--- src/rtl/nn_pkg.sv ---
// Shared widths, sequencer state encoding and the ReLU/saturate helper.
// Declarations only: no latency or backpressure of its own.
package nn_pkg;

   localparam int ADDR_W_DEF = 8;
   localparam int DATA_W_DEF = 8;
   localparam int ACC_W_DEF  = 20;
   localparam int OUT_W_DEF  = 8;

   localparam logic [1:0] ST_IDLE = 2'd0;
   localparam logic [1:0] ST_RUN  = 2'd1;
   localparam logic [1:0] ST_OUT  = 2'd2;

   // Negative clips to 0, anything above the signed out_w maximum clamps to it.
   function automatic logic signed [63:0] relu_sat(input logic signed [63:0] v,
                                                   input int out_w);
      logic signed [63:0] maxv;
      maxv = (64'sd1 <<< (out_w - 1)) - 64'sd1;
      if (v < 64'sd0)
         return '0;
      if (v > maxv)
         return maxv;
      return v;
   endfunction

endpackage

--- src/rtl/neuron_mac_sequencer_if.sv ---
// Layer-controller, weight-ROM, activation-buffer and result handshake bundle.
// Wires only; latency and backpressure are set by the sequencer.
interface neuron_mac_sequencer_if
   import nn_pkg::*;
#(
   parameter int ADDR_W = ADDR_W_DEF,
   parameter int DATA_W = DATA_W_DEF,
   parameter int ACC_W  = ACC_W_DEF,
   parameter int OUT_W  = OUT_W_DEF
);
   logic              start;
   logic [ADDR_W-1:0] base_addr;
   logic              busy;
   logic [ADDR_W-1:0] rom_addr;
   logic              rom_en;
   logic [DATA_W-1:0] rom_data;
   logic [ADDR_W-1:0] x_addr;
   logic [DATA_W-1:0] x_data;
   logic              out_valid;
   logic              out_ready;
   logic [OUT_W-1:0]  out_data;
   logic [ACC_W-1:0]  acc_dbg;

   modport master (
      input  start, base_addr, rom_data, x_data, out_ready,
      output busy, rom_addr, rom_en, x_addr, out_valid, out_data, acc_dbg
   );

   modport slave (
      output start, base_addr, rom_data, x_data, out_ready,
      input  busy, rom_addr, rom_en, x_addr, out_valid, out_data, acc_dbg
   );
endinterface

--- src/rtl/neuron_mac_sequencer_mac.sv ---
// Registered signed multiply-accumulate; one cycle per product, clr wins over en.
// No backpressure: accumulates on every enabled edge.
module mac_unit #(
   parameter int DATA_W = 8,
   parameter int ACC_W  = 20
)(
   input  logic                     clk,
   input  logic                     rst_n,
   input  logic                     clr,
   input  logic                     en,
   input  logic signed [DATA_W-1:0] a,
   input  logic signed [DATA_W-1:0] b,
   output logic signed [ACC_W-1:0]  acc
);
   logic signed [2*DATA_W-1:0] prod;

   assign prod = a * b;

   // Size cast of a signed product sign-extends; the sum wraps at ACC_W.
   always_ff @(posedge clk or negedge rst_n) begin
      if (!rst_n)
         acc <= '0;
      else if (clr)
         acc <= '0;
      else if (en)
         acc <= acc + ACC_W'(prod);
   end
endmodule

--- src/rtl/neuron_mac_sequencer.sv ---
// One neuron: N_INPUTS MAC cycles over ROM/activations, then shift, ReLU, saturate.
// Result valid N_INPUTS edges after start; held stable until out_ready; start ignored while busy.
module neuron_mac_sequencer
   import nn_pkg::*;
#(
   parameter int N_INPUTS = 8,
   parameter int ADDR_W   = ADDR_W_DEF,
   parameter int DATA_W   = DATA_W_DEF,
   parameter int ACC_W    = ACC_W_DEF,
   parameter int OUT_W    = OUT_W_DEF,
   parameter int SHIFT    = 0
)(
   input logic                    clk,
   input logic                    rst_n,
   neuron_mac_sequencer_if.master bus
);
   localparam logic [ADDR_W-1:0] LAST_IDX = ADDR_W'(N_INPUTS - 1);

   logic [1:0]               state;
   logic [ADDR_W-1:0]        idx;
   logic [ADDR_W-1:0]        base_q;
   logic                     run;
   logic                     mac_clr;
   logic signed [ACC_W-1:0]  acc;
   logic signed [ACC_W-1:0]  acc_sh;

   assign run     = (state == ST_RUN);
   assign mac_clr = (state == ST_IDLE) && bus.start;

   always_ff @(posedge clk or negedge rst_n) begin
      if (!rst_n) begin
         state  <= ST_IDLE;
         idx    <= '0;
         base_q <= '0;
      end else begin
         case (state)
            ST_IDLE: begin
               if (bus.start) begin
                  state  <= ST_RUN;
                  base_q <= bus.base_addr;
                  idx    <= '0;
               end
            end
            ST_RUN: begin
               idx <= idx + 1'b1;
               if (idx == LAST_IDX)
                  state <= ST_OUT;
            end
            ST_OUT: begin
               if (bus.out_ready)
                  state <= ST_IDLE;
            end
            default: state <= ST_IDLE;
         endcase
      end
   end

   // ROM drives Z outside RUN, so the MAC only samples rom_data while run is high.
   mac_unit #(
      .DATA_W (DATA_W),
      .ACC_W  (ACC_W)
   ) u_mac (
      .clk   (clk),
      .rst_n (rst_n),
      .clr   (mac_clr),
      .en    (run),
      .a     (bus.rom_data),
      .b     (bus.x_data),
      .acc   (acc)
   );

   assign acc_sh = acc >>> SHIFT;

   assign bus.busy      = (state != ST_IDLE);
   assign bus.rom_en    = run;
   assign bus.rom_addr  = run ? (base_q + idx) : '0;
   assign bus.x_addr    = run ? idx : '0;
   assign bus.out_valid = (state == ST_OUT);
   assign bus.out_data  = bus.out_valid ? OUT_W'(relu_sat(64'(acc_sh), OUT_W)) : '0;
   assign bus.acc_dbg   = acc;
endmodule

--- src/flat_wrapper.sv ---
// flat-port wrapper written by rule: the top's interface ports become plain ports
module neuron_mac_sequencer_flat import nn_pkg::*;
#(
   parameter int N_INPUTS = 8,
   parameter int ADDR_W   = ADDR_W_DEF,
   parameter int DATA_W   = DATA_W_DEF,
   parameter int ACC_W    = ACC_W_DEF,
   parameter int OUT_W    = OUT_W_DEF,
   parameter int SHIFT    = 0
)
  (clk, rst_n, bus_start, bus_base_addr, bus_rom_data, bus_x_data, bus_out_ready, bus_busy, bus_rom_addr, bus_rom_en, bus_x_addr, bus_out_valid, bus_out_data, bus_acc_dbg);
  neuron_mac_sequencer_if #(.ADDR_W(ADDR_W), .DATA_W(DATA_W), .ACC_W(ACC_W), .OUT_W(OUT_W)) bus_i ();
  input logic clk;
  input logic rst_n;
  input wire logic [$bits(bus_i.start)-1:0] bus_start;
  input wire logic [$bits(bus_i.base_addr)-1:0] bus_base_addr;
  input wire logic [$bits(bus_i.rom_data)-1:0] bus_rom_data;
  input wire logic [$bits(bus_i.x_data)-1:0] bus_x_data;
  input wire logic [$bits(bus_i.out_ready)-1:0] bus_out_ready;
  output wire logic [$bits(bus_i.busy)-1:0] bus_busy;
  output wire logic [$bits(bus_i.rom_addr)-1:0] bus_rom_addr;
  output wire logic [$bits(bus_i.rom_en)-1:0] bus_rom_en;
  output wire logic [$bits(bus_i.x_addr)-1:0] bus_x_addr;
  output wire logic [$bits(bus_i.out_valid)-1:0] bus_out_valid;
  output wire logic [$bits(bus_i.out_data)-1:0] bus_out_data;
  output wire logic [$bits(bus_i.acc_dbg)-1:0] bus_acc_dbg;
  assign bus_i.start = bus_start;
  assign bus_i.base_addr = bus_base_addr;
  assign bus_i.rom_data = bus_rom_data;
  assign bus_i.x_data = bus_x_data;
  assign bus_i.out_ready = bus_out_ready;
  assign bus_busy = bus_i.busy;
  assign bus_rom_addr = bus_i.rom_addr;
  assign bus_rom_en = bus_i.rom_en;
  assign bus_x_addr = bus_i.x_addr;
  assign bus_out_valid = bus_i.out_valid;
  assign bus_out_data = bus_i.out_data;
  assign bus_acc_dbg = bus_i.acc_dbg;
  neuron_mac_sequencer #(.N_INPUTS(N_INPUTS), .ADDR_W(ADDR_W), .DATA_W(DATA_W), .ACC_W(ACC_W), .OUT_W(OUT_W), .SHIFT(SHIFT)) u_core (.clk(clk), .rst_n(rst_n), .bus(bus_i));
endmodule
--- config.mk ---
export PLATFORM = sky130hd
export DESIGN_NAME = neuron_mac_sequencer_flat
export DESIGN_NICKNAME = d
export VERILOG_FILES = /design/src/rtl/nn_pkg.sv /design/src/rtl/neuron_mac_sequencer_if.sv /design/src/rtl/neuron_mac_sequencer_mac.sv /design/src/rtl/neuron_mac_sequencer.sv /design/src/flat_wrapper.sv
export SDC_FILE = /design/constraint.sdc
export NUM_CORES = 1
export LEC_CHECK = 0
export ABC_CLOCK_PERIOD_IN_PS = 4600
export BUFFER_PORTS_ARGS = -buffer_cell sky130_fd_sc_hd__buf_2
export CORE_ASPECT_RATIO = 0.75
export CORE_UTILIZATION = 40
export DETAILED_ROUTE_END_ITERATION = 8
export MAX_ROUTING_LAYER = met4
export PLACE_DENSITY = 0.64
export SLEW_MARGIN = 20
export SYNTH_ARGS = -nofsm -noshare
export SYNTH_HDL_FRONTEND = slang
export SYNTH_SLANG_ARGS = --single-unit
--- constraint.sdc ---
create_clock -name clk -period 4.6 [get_ports clk]
set_input_delay 0.69 -clock clk [delete_from_list [all_inputs] [get_ports clk]]
set_output_delay 0.69 -clock clk [all_outputs]
set_load 0.05 [all_outputs]
== Word level (Yosys, flattened, before mapping) ==
Cells that the tools add are included.
Operators by class
  $add $sub $neg: 3
  multipliers: 1
  order comparisons: 2
  equality and inequality tests: 6
  mux-type cells: 18
  reductions and logical operators: 8
Operators by type and width (number)
  $mux 8: 8
  $mux 20: 2
  $add 20x16->20: 1
  $gt 20x8->1 const B: 1
  $lt 20x1->1 const B: 1
  $mul 8x8->16: 1
  $pmux 8 s2: 1
  $add 8x1->8 const B: 1
  $add 8x8->8: 1
  $eq 8x3->1 const B: 1
  $mux 2: 3
  $ne 2x2->1 const B: 3
  $pmux 2 s3: 1
  $reduce_bool 2->1: 3
  $reduce_and 2->1: 2
  $mux 1: 3
  $reduce_and 3->1: 1
  $eq 2x1->1 const B: 1
  $eq 2x2->1 const B: 1
  $logic_not 2->1: 1
  $logic_and 1x1->1: 1
Storage, ports and cells
  register bits: 38
  input bits: 28
  output and inout bits: 47
  logic and storage cells: 42

== Logic depth before layout (Yosys ltp) ==
Gate-level depths: netlist (run 1).
  word-level depth: 6
  gate-level depth with buffers: 19
  gate-level depth less buffers: 18

== Cells and area by module ==
From an unflattened synthesis (run 1), not the netlist that was laid out.
Unflattened totals
  cell total of the unflattened synthesis: 588
  area total of the unflattened synthesis: 5705.5 um^2
Modules (own cells, without submodules)
  mac_unit: times used 1, cells an instance 440, area each 4340.4 um^2, seq. area each 500.5 um^2
  neuron_mac_sequencer: times used 1, cells an instance 148, area each 1365.1 um^2, seq. area each 450.4 um^2

== Worst setup path after synthesis (run 1) ==
No wires, ideal clock.
  path kind: input-to-reg
  start point: input bus_x_data[1]
  end point: register u_core.u_mac.acc[18]
  library setup time: 0.128 ns
  data arrival time: 5.223 ns
  required time: 4.472 ns
  setup slack: -0.750 ns
  stages: 14
  buffers on the path: 1
  path through: clkbuf_1 and2_1 fa_1 fa_1 fa_1 fa_1 ha_1 ha_1 a21o_1 a21oi_2 a31oi_2 a31oi_1 a21oi_1 mux2_1
Between the ends
  longest elaborated chain between the ends: 4
RTL lines
  from (decl): RTL line flat_wrapper.sv:18  | input wire logic [$bits(bus_i.x_data)-1:0] bus_x_data;
  $mul 8x8->16: RTL line neuron_mac_sequencer_mac.sv:17  | assign prod = a * b;
  $add 20x16->20: RTL line neuron_mac_sequencer_mac.sv:26  | acc <= acc + ACC_W'(prod);
  $mux 20: RTL line neuron_mac_sequencer_mac.sv:25  | else if (en)
  $mux 20: RTL line neuron_mac_sequencer_mac.sv:23  | else if (clr)
  to (signal assigned): RTL line neuron_mac_sequencer_mac.sv:26
  to (decl): RTL line neuron_mac_sequencer_mac.sv:13  | output logic signed [ACC_W-1:0] acc
No other way between the ends. The select of a mux whose other input is x is not followed.
A chain may end at the register's enable or synchronous reset.

== Worst setup path after layout (run 1) ==
  start point: input bus_rom_data[7]
  end point: register u_core.u_mac.acc[18]
Between the ends
  longest elaborated chain between the ends: 4
RTL lines
  from (decl): RTL line flat_wrapper.sv:17  | input wire logic [$bits(bus_i.rom_data)-1:0] bus_rom_data;
  $mul 8x8->16: RTL line neuron_mac_sequencer_mac.sv:17
  $add 20x16->20: RTL line neuron_mac_sequencer_mac.sv:26
  $mux 20: RTL line neuron_mac_sequencer_mac.sv:25
  $mux 20: RTL line neuron_mac_sequencer_mac.sv:23
No other way between the ends. The select of a mux whose other input is x is not followed.

==> results_dict.tcl, run 1 <==
set metrics [dict create \
    status "finished with violations" \
    violations "negative setup slack" \
    endpoint_kind "flop" \
    cap_violations 0 \
    tightestPinTransition_ps 1090 \
    fin_nets 914 \
    initial_utilization 0.419 \
    fin_cells 915 \
    clock_sinks 38 \
    drt_iter0_markers 144 \
    fillers 1181 \
    gp_congestion 0.885 \
    min_period_over_period 1.02 \
    place_inst 883 \
    crit_required_ps 4760 \
    ys_warn_count 0 \
    grt_use_total 0.217 \
    syn_nets 758 \
    worstHoldEndpoint "u_core.base_q[2]" \
    drt_wl_total_mm 14.8 \
    worstPathCellList "buf_12, and2_4, buf_8, buf_4, fa_1, fa_1, fa_2, fa_1, ha_4, ha_4, o21a_1, o21ai_2, a31oi_4, a31oi_4, a21oi_2, mux2_4" \
    chipWidth_um 138 \
    r2r_end "u_core.u_mac.acc[18]" \
    yosysUniqueCellTypes 48 \
    ys_seq_elements 38 \
    post-route-min-period_ps 4700 \
    rsz0062_at_grt "true" \
    grt_pass1_wl_mm 23.8 \
    slowest_delay_ps 580 \
    yosys-top-cells-area "fa_1 (32%), dfrtp_1 (17%), ha_1 (12%)" \
    ctsHoldBuffers 0 \
    async_reset_ff_frac 1.00 \
    worstHoldStart "u_core.base_q[2]" \
    htreeDepth 2 \
    slew_headroom 0.275 \
    hold_ws_ps 485 \
    antenna_left 0 \
    critical_path.slowest_cell "fa_2" \
    yosys_most_used_dff "dfrtp_1" \
    dieHeight_um 104 \
    clock_skew_ps 2.72 \
    antenna_cells 0 \
    core_area_um2 13200 \
    grt-ovfl-total 0 \
    critPathMostFrequentCell "fa_1" \
    vias 4604 \
    io_buffers 73 \
    vias_per_cell 5.03 \
    timing.final.hold_violations 0 \
    antenna_found_initial 0 \
    setup_viol 4 \
    grt_max_degree 39 \
    worstSkewPairLatency_ps 280 \
    path_depth 16 \
    r2r_start "u_core.u_mac.acc[6]" \
    drcViolationCount 0 \
    syn2layout_area_growth_pct 37.4 \
    synthCells 587 \
    rows 36 \
    avgRoutedWirePerCell_um 16.1 \
    hpwl_mm 11.5 \
    cts_root_buffer "clkbuf_16" \
    boundaryPins 75 \
    slew_violations 0 \
    regToRegSetupSlack_ps 60 \
    crit_family "adder cells" \
    worstPathMaxFanout 7 \
    cts_tree "built" \
    synth_top_area_frac 0.321 \
    grt_pass1_vias 4823 \
    crit_buf_inv 3 \
    drive_above_1_share 0.347 \
    clk_pin_slew_ps 60 \
    synth_edf_count 0 \
    min_path_cells 2 \
    crit_type "in2reg" \
    syn-cell-area_um2 5540 \
    dr.pass1.iters 5 \
    cts_buffers 5 \
    reg2reg_depth 16 \
    yosysTopAreaCell "fa_1" \
    avgSynthCellArea_um2 9.44 \
    dp_slack_ps -534 \
    dieArea_um2 14300 \
    critPathArrivalTime_ps 4870 \
    startpoint_type "input pin" \
    setup_slack_ps -103 \
    ys_seq_area_frac 0.172 \
    hp-class "reg2reg" \
    cts_buffer_depth 2 \
    fmax_ghz 0.213 \
]
==> layout make-up <==
type                    instances  area (um^2)  share of cell area
multi-input cells             431         4700               0.617
well taps                     171          214              0.0281
clock inverters                 2         60.1             0.00788
repair buffers                161         1150               0.151
inverters                     106          403              0.0529
clock buffers                   6          139              0.0182
flip-flops and latches         38          951               0.125
==> what timing repair did <==
item	in CTS	in global routing
endpoints found under the setup margin	9	10
pin swaps	43	48
resized for setup	45	53
setup buffers	8	16
==> layout by cell type, fill, tap and decap left out, types with 5 or more instances in the layout <==
master	count
xor2_1	6
o21ai_0	6
a22o_1	6
xnor2_1	19
buf_4	86
fa_2	8
fa_1	81
dfrtp_1	38
ha_1	28
inv_1	92
nand2_1	64
o21ai_1	23
inv_2	12
buf_2	60
ha_4	26
nand3_1	6
a21o_1	6
nand2b_1	6
o21a_1	9
and2_1	39
clkbuf_16	5
nor2_1	17
buf_6	10
nand2_2	5
a21oi_1	9
==> sequential cells by signal, indices dropped and copies added (netlist names) <==
register          count
u_core.u_mac.acc     20
u_core.base_q         8
u_core.idx            8
u_core.state          2
==> worst max-delay path by stage <==
stage	startpoint	end	slack [ps]
floorplan	bus_rom_data[7]	u_core.u_mac.acc[18]	-130
global placement	bus_rom_data[0]	u_core.u_mac.acc[18]	-470
detailed placement	bus_x_data[7]	u_core.u_mac.acc[18]	-530
CTS	bus_rom_data[7]	u_core.u_mac.acc[18]	-60
global route	bus_rom_data[7]	u_core.u_mac.acc[19]	-240
finish	bus_rom_data[7]	u_core.u_mac.acc[18]	-100
==> per-stage QoR <==
step | TNS (ps) | utilization | cell area [um^2]
6_report | -206 | 0.575 | 7620
4_1_cts | -107 | 0.546 | 7230
3_3_place_gp | -3440 | 0.511 | 6770
3_5_place_dp | -3700 | 0.511 | 6770
2_1_floorplan | -231 | - | 5760
5_1_grt | -1110 | 0.575 | 7620
==> cell families after synthesis <==
kind of cell	synth area share
AO/OA/AOI/OAI	0.112
XOR/XNOR	0.0427
adder cells (fa/ha/maj)	0.443
buffers and inverters	0.0808
flip-flops	0.172
multiplexers	0.00564
other	0.000677
AND/OR/NAND/NOR	0.143
==> worst reg2reg max path, cell delays in order (launching register included) <==
cell and delay [ps]:
dfrtp_1 360, inv_1 60, fa_1 530, inv_1 50, fa_1 500, inv_1 50, fa_1 480, inv_1 60
fa_1 570, ha_4 220, ha_4 260, nor2b_4 170, o2111ai_4 170, a31oi_4 280, a31oi_4 150, a21oi_2 180
mux2_4 310
==> layer usage <==
| metal | track usage | share of wire | vias to the layer above |
|---|---|---|---|
| met1 | 0.303 | 0.46 | 2291 |
| met2 | 0.342 | 0.49 | 117 |
| met4 | 0.0419 | 0.011 | 0 |
| met5 | - | 0 | - |
| li1 | - | - | 2179 |
| met3 | 0.0229 | 0.041 | 17 |
==> synth_stat cells, types with 2 or more instances <==
cell / number
clkbuf_1: 9
o31ai_1: 2
a21oi_1: 12
fa_1: 89
nor3_1: 3
a31oi_1: 3
nor2_1: 20
a22o_1: 6
a21o_1: 6
nand2_1: 70
inv_1: 103
and3_1: 3
o21ai_0: 10
a211o_1: 2
a211oi_1: 3
nand2b_1: 6
a22oi_1: 2
inv_2: 2
ha_1: 54
and2_1: 44
o21a_1: 9
nand3_1: 6
o21ai_1: 24
xor2_1: 7
nor4_1: 3
nor2b_1: 3
nand4_1: 2
mux2i_1: 2
o211ai_1: 4
xnor2_1: 20
dfrtp_1: 38
o21bai_1: 4
Power of run 1 is not shown: default switching activity piles up to over one toggle a cycle in this logic, so the estimate is an artifact.
==> run 2: changes to the inputs <==
--- a/config.mk
+++ b/config.mk
@@ -8,10 +8,10 @@
 export ABC_CLOCK_PERIOD_IN_PS = 4600
 export BUFFER_PORTS_ARGS = -buffer_cell sky130_fd_sc_hd__buf_2
 export CORE_ASPECT_RATIO = 0.75
-export CORE_UTILIZATION = 40
+export CORE_UTILIZATION = 50
 export DETAILED_ROUTE_END_ITERATION = 8
 export MAX_ROUTING_LAYER = met4
-export PLACE_DENSITY = 0.64
+export PLACE_DENSITY = 0.77
 export SLEW_MARGIN = 20
 export SYNTH_ARGS = -nofsm -noshare
 export SYNTH_HDL_FRONTEND = slang
==> run 2 against run 1 <==
The flow still finishes with violations (negative setup slack). Sequential share of layout area grew 0.84 points. Critical path depth unchanged. Routed wire length down 3.7%. First-iteration DRC count rose by 44%. Die area decreased by 20%. Cell count is 7.1% lower. Flip-flop and latch count is the same. Clock skew up 1.6 ps. Setup slack worse by 65 ps.
==> results_dict.tcl, run 2 (same netlist as run 1, synthesis figures left out) <==
set metrics [dict create \
    seqCellArea_um2 951 \
    hp-class "reg2reg" \
    slew_violations 0 \
    cts_buffer_depth 2 \
    critPathArrivalTime_ps 4920 \
    multi_input_comb_area_um2 4570 \
    final_cell_mix "inv_1 (94), fa_1 (83), buf_4 (66), nand2_1 (63), buf_2 (57)" \
    min_path_cells 2 \
    slowest_delay_ps 560 \
    mostFrequentLayoutCell "inv_1" \
    critical_path.slowest_cell "fa_1" \
    drt_wl_total_mm 14.2 \
    initial_utilization 0.526 \
    min_period_over_period 1.04 \
    post-route-min-period_ps 4770 \
    io_buffers 73 \
    worstPathMaxFanout 5 \
    dr.pass1.iters 5 \
    clock_skew_ps 4.32 \
    fmax_ghz 0.210 \
    rows 32 \
    startpoint_type "input pin" \
    setup_viol 6 \
    cts_root_buffer "clkbuf_16" \
    vias_per_cell 5.37 \
    grt_max_degree 39 \
    drive_above_1_share 0.294 \
    htreeDepth 2 \
    syn2layout_area_growth_pct 28.8 \
    core_area_um2 10500 \
    setup_slack_ps -169 \
    drcViolationCount 0 \
    cts_buffers 5 \
    antenna_found_initial 0 \
    rsz0062_at_grt "true" \
    grt_use_total 0.275 \
    gp_congestion 0.881 \
    violations "negative setup slack" \
    crit_type "in2reg" \
    avgRoutedWirePerCell_um 16.7 \
    top_regs "u_core.u_mac.acc x20, u_core.base_q x8, u_core.idx x8" \
    tightestPinTransition_ps 1060 \
    cap_violations 0 \
    timing.final.hold_violations 0 \
    largest_reg_flops 20 \
    cts_tree "built" \
    grt_pass1_wl_mm 23.7 \
    ctsHoldBuffers 0 \
    worstPathCellList "buf_8, and2_4, inv_2, fa_1, inv_1, fa_1, fa_1, fa_1, fa_2, ha_4, a21o_1, a21oi_2, a31oi_4, a311oi_2, mux2i_1, o21ai_1" \
    clk_pin_slew_ps 60 \
    antenna_cells 0 \
    boundaryPins 75 \
    setup_tns_ps -560 \
    final_util 0.678 \
    dieHeight_um 93.2 \
    grt-ovfl-total 0 \
    hpwl_mm 11.0 \
    drt_iter0_markers 208 \
    critPathMostFrequentCell "fa_1" \
    clock_sinks 38 \
    vias 4566 \
    fillers 810 \
    status "finished with violations" \
    grt_pass1_vias 4835 \
    chipWidth_um 124 \
    regMostFlops "u_core.u_mac.acc" \
    fin_nets 884 \
    dieArea_um2 11500 \
    crit_required_ps 4760 \
    slew_headroom 0.292 \
    worstSkewPairLatency_ps 280 \
    endpoint_kind "flop" \
    reg2reg_depth 18 \
    antenna_left 0 \
]
[run 2: cell count changes in the layout (fill, tap and decap cells not counted), sizes merged]
cell      previous run  this run
inv                106       105
bufinv               2         0
clkinvlp             0         1
clkinv               0         2
buf                161       131
[run 2: path summary, 6_finish.rpt]
path	endpoint	slack (ps)	startpoint
hold / removal	u_core.base_q[0]	490	u_core.base_q[0]
setup reg to reg	u_core.u_mac.acc[18]	-50	u_core.u_mac.acc[4]
hold reg to reg	u_core.base_q[0]	490	u_core.base_q[0]
min in group asynchronous	u_core.base_q[4]	530	rst_n
max in group asynchronous	u_core.u_mac.acc[4]	3520	rst_n
setup / recovery	u_core.u_mac.acc[16]	-170	bus_x_data[0]
[run 2: per-layer routing]
layer	vias to the layer above	global-route usage	wire, um
li1	2108	-	-
met1	2304	0.364	6380
met2	128	0.454	6970
met3	26	0.0366	576
met4	0	0.0592	293
met5	-	-	0
[run 2: worst max-delay path: cells and delay by family]
kind	cells	cell delay [ps]
compound gates	5	940
fa+ha+maj	6	2690
buf+inv	3	180
mux	1	250
simple gates	1	170
[run 2: area by class of cell]
type | instances | area share
Multi-Input combinational cell | 431 | 0.640
Sequential cell | 38 | 0.133
Timing Repair Buffer | 131 | 0.126
Inverter | 106 | 0.0565
Tap cell | 136 | 0.0238
Clock buffer | 6 | 0.0195
Clock inverter | 2 | 0.00175
[run 2: metrics by stage]
step	std cells	hold slack (ps)	setup slack (ps)	instance area [um^2]
6_report	850	486	-169	7140
5_1_grt	850	516	-276	7140
4_1_cts	848	485	-113	7010
3_5_place_dp	838	470	-592	6650
3_3_place_gp	838	467	-448	6650
2_1_floorplan	587	394	-131	5760
[run 2: what timing repair did]
action / 4_1_cts / 5_1_grt
pin swaps: 29 / 21
hold endpoints to repair: 0 / 0
gates cloned: 0 / 0
buffers inserted: 2 / 2
resized for setup: 49 / 20
setup endpoints to repair: 9 / 9
Power of run 2 is left out for the same reason.
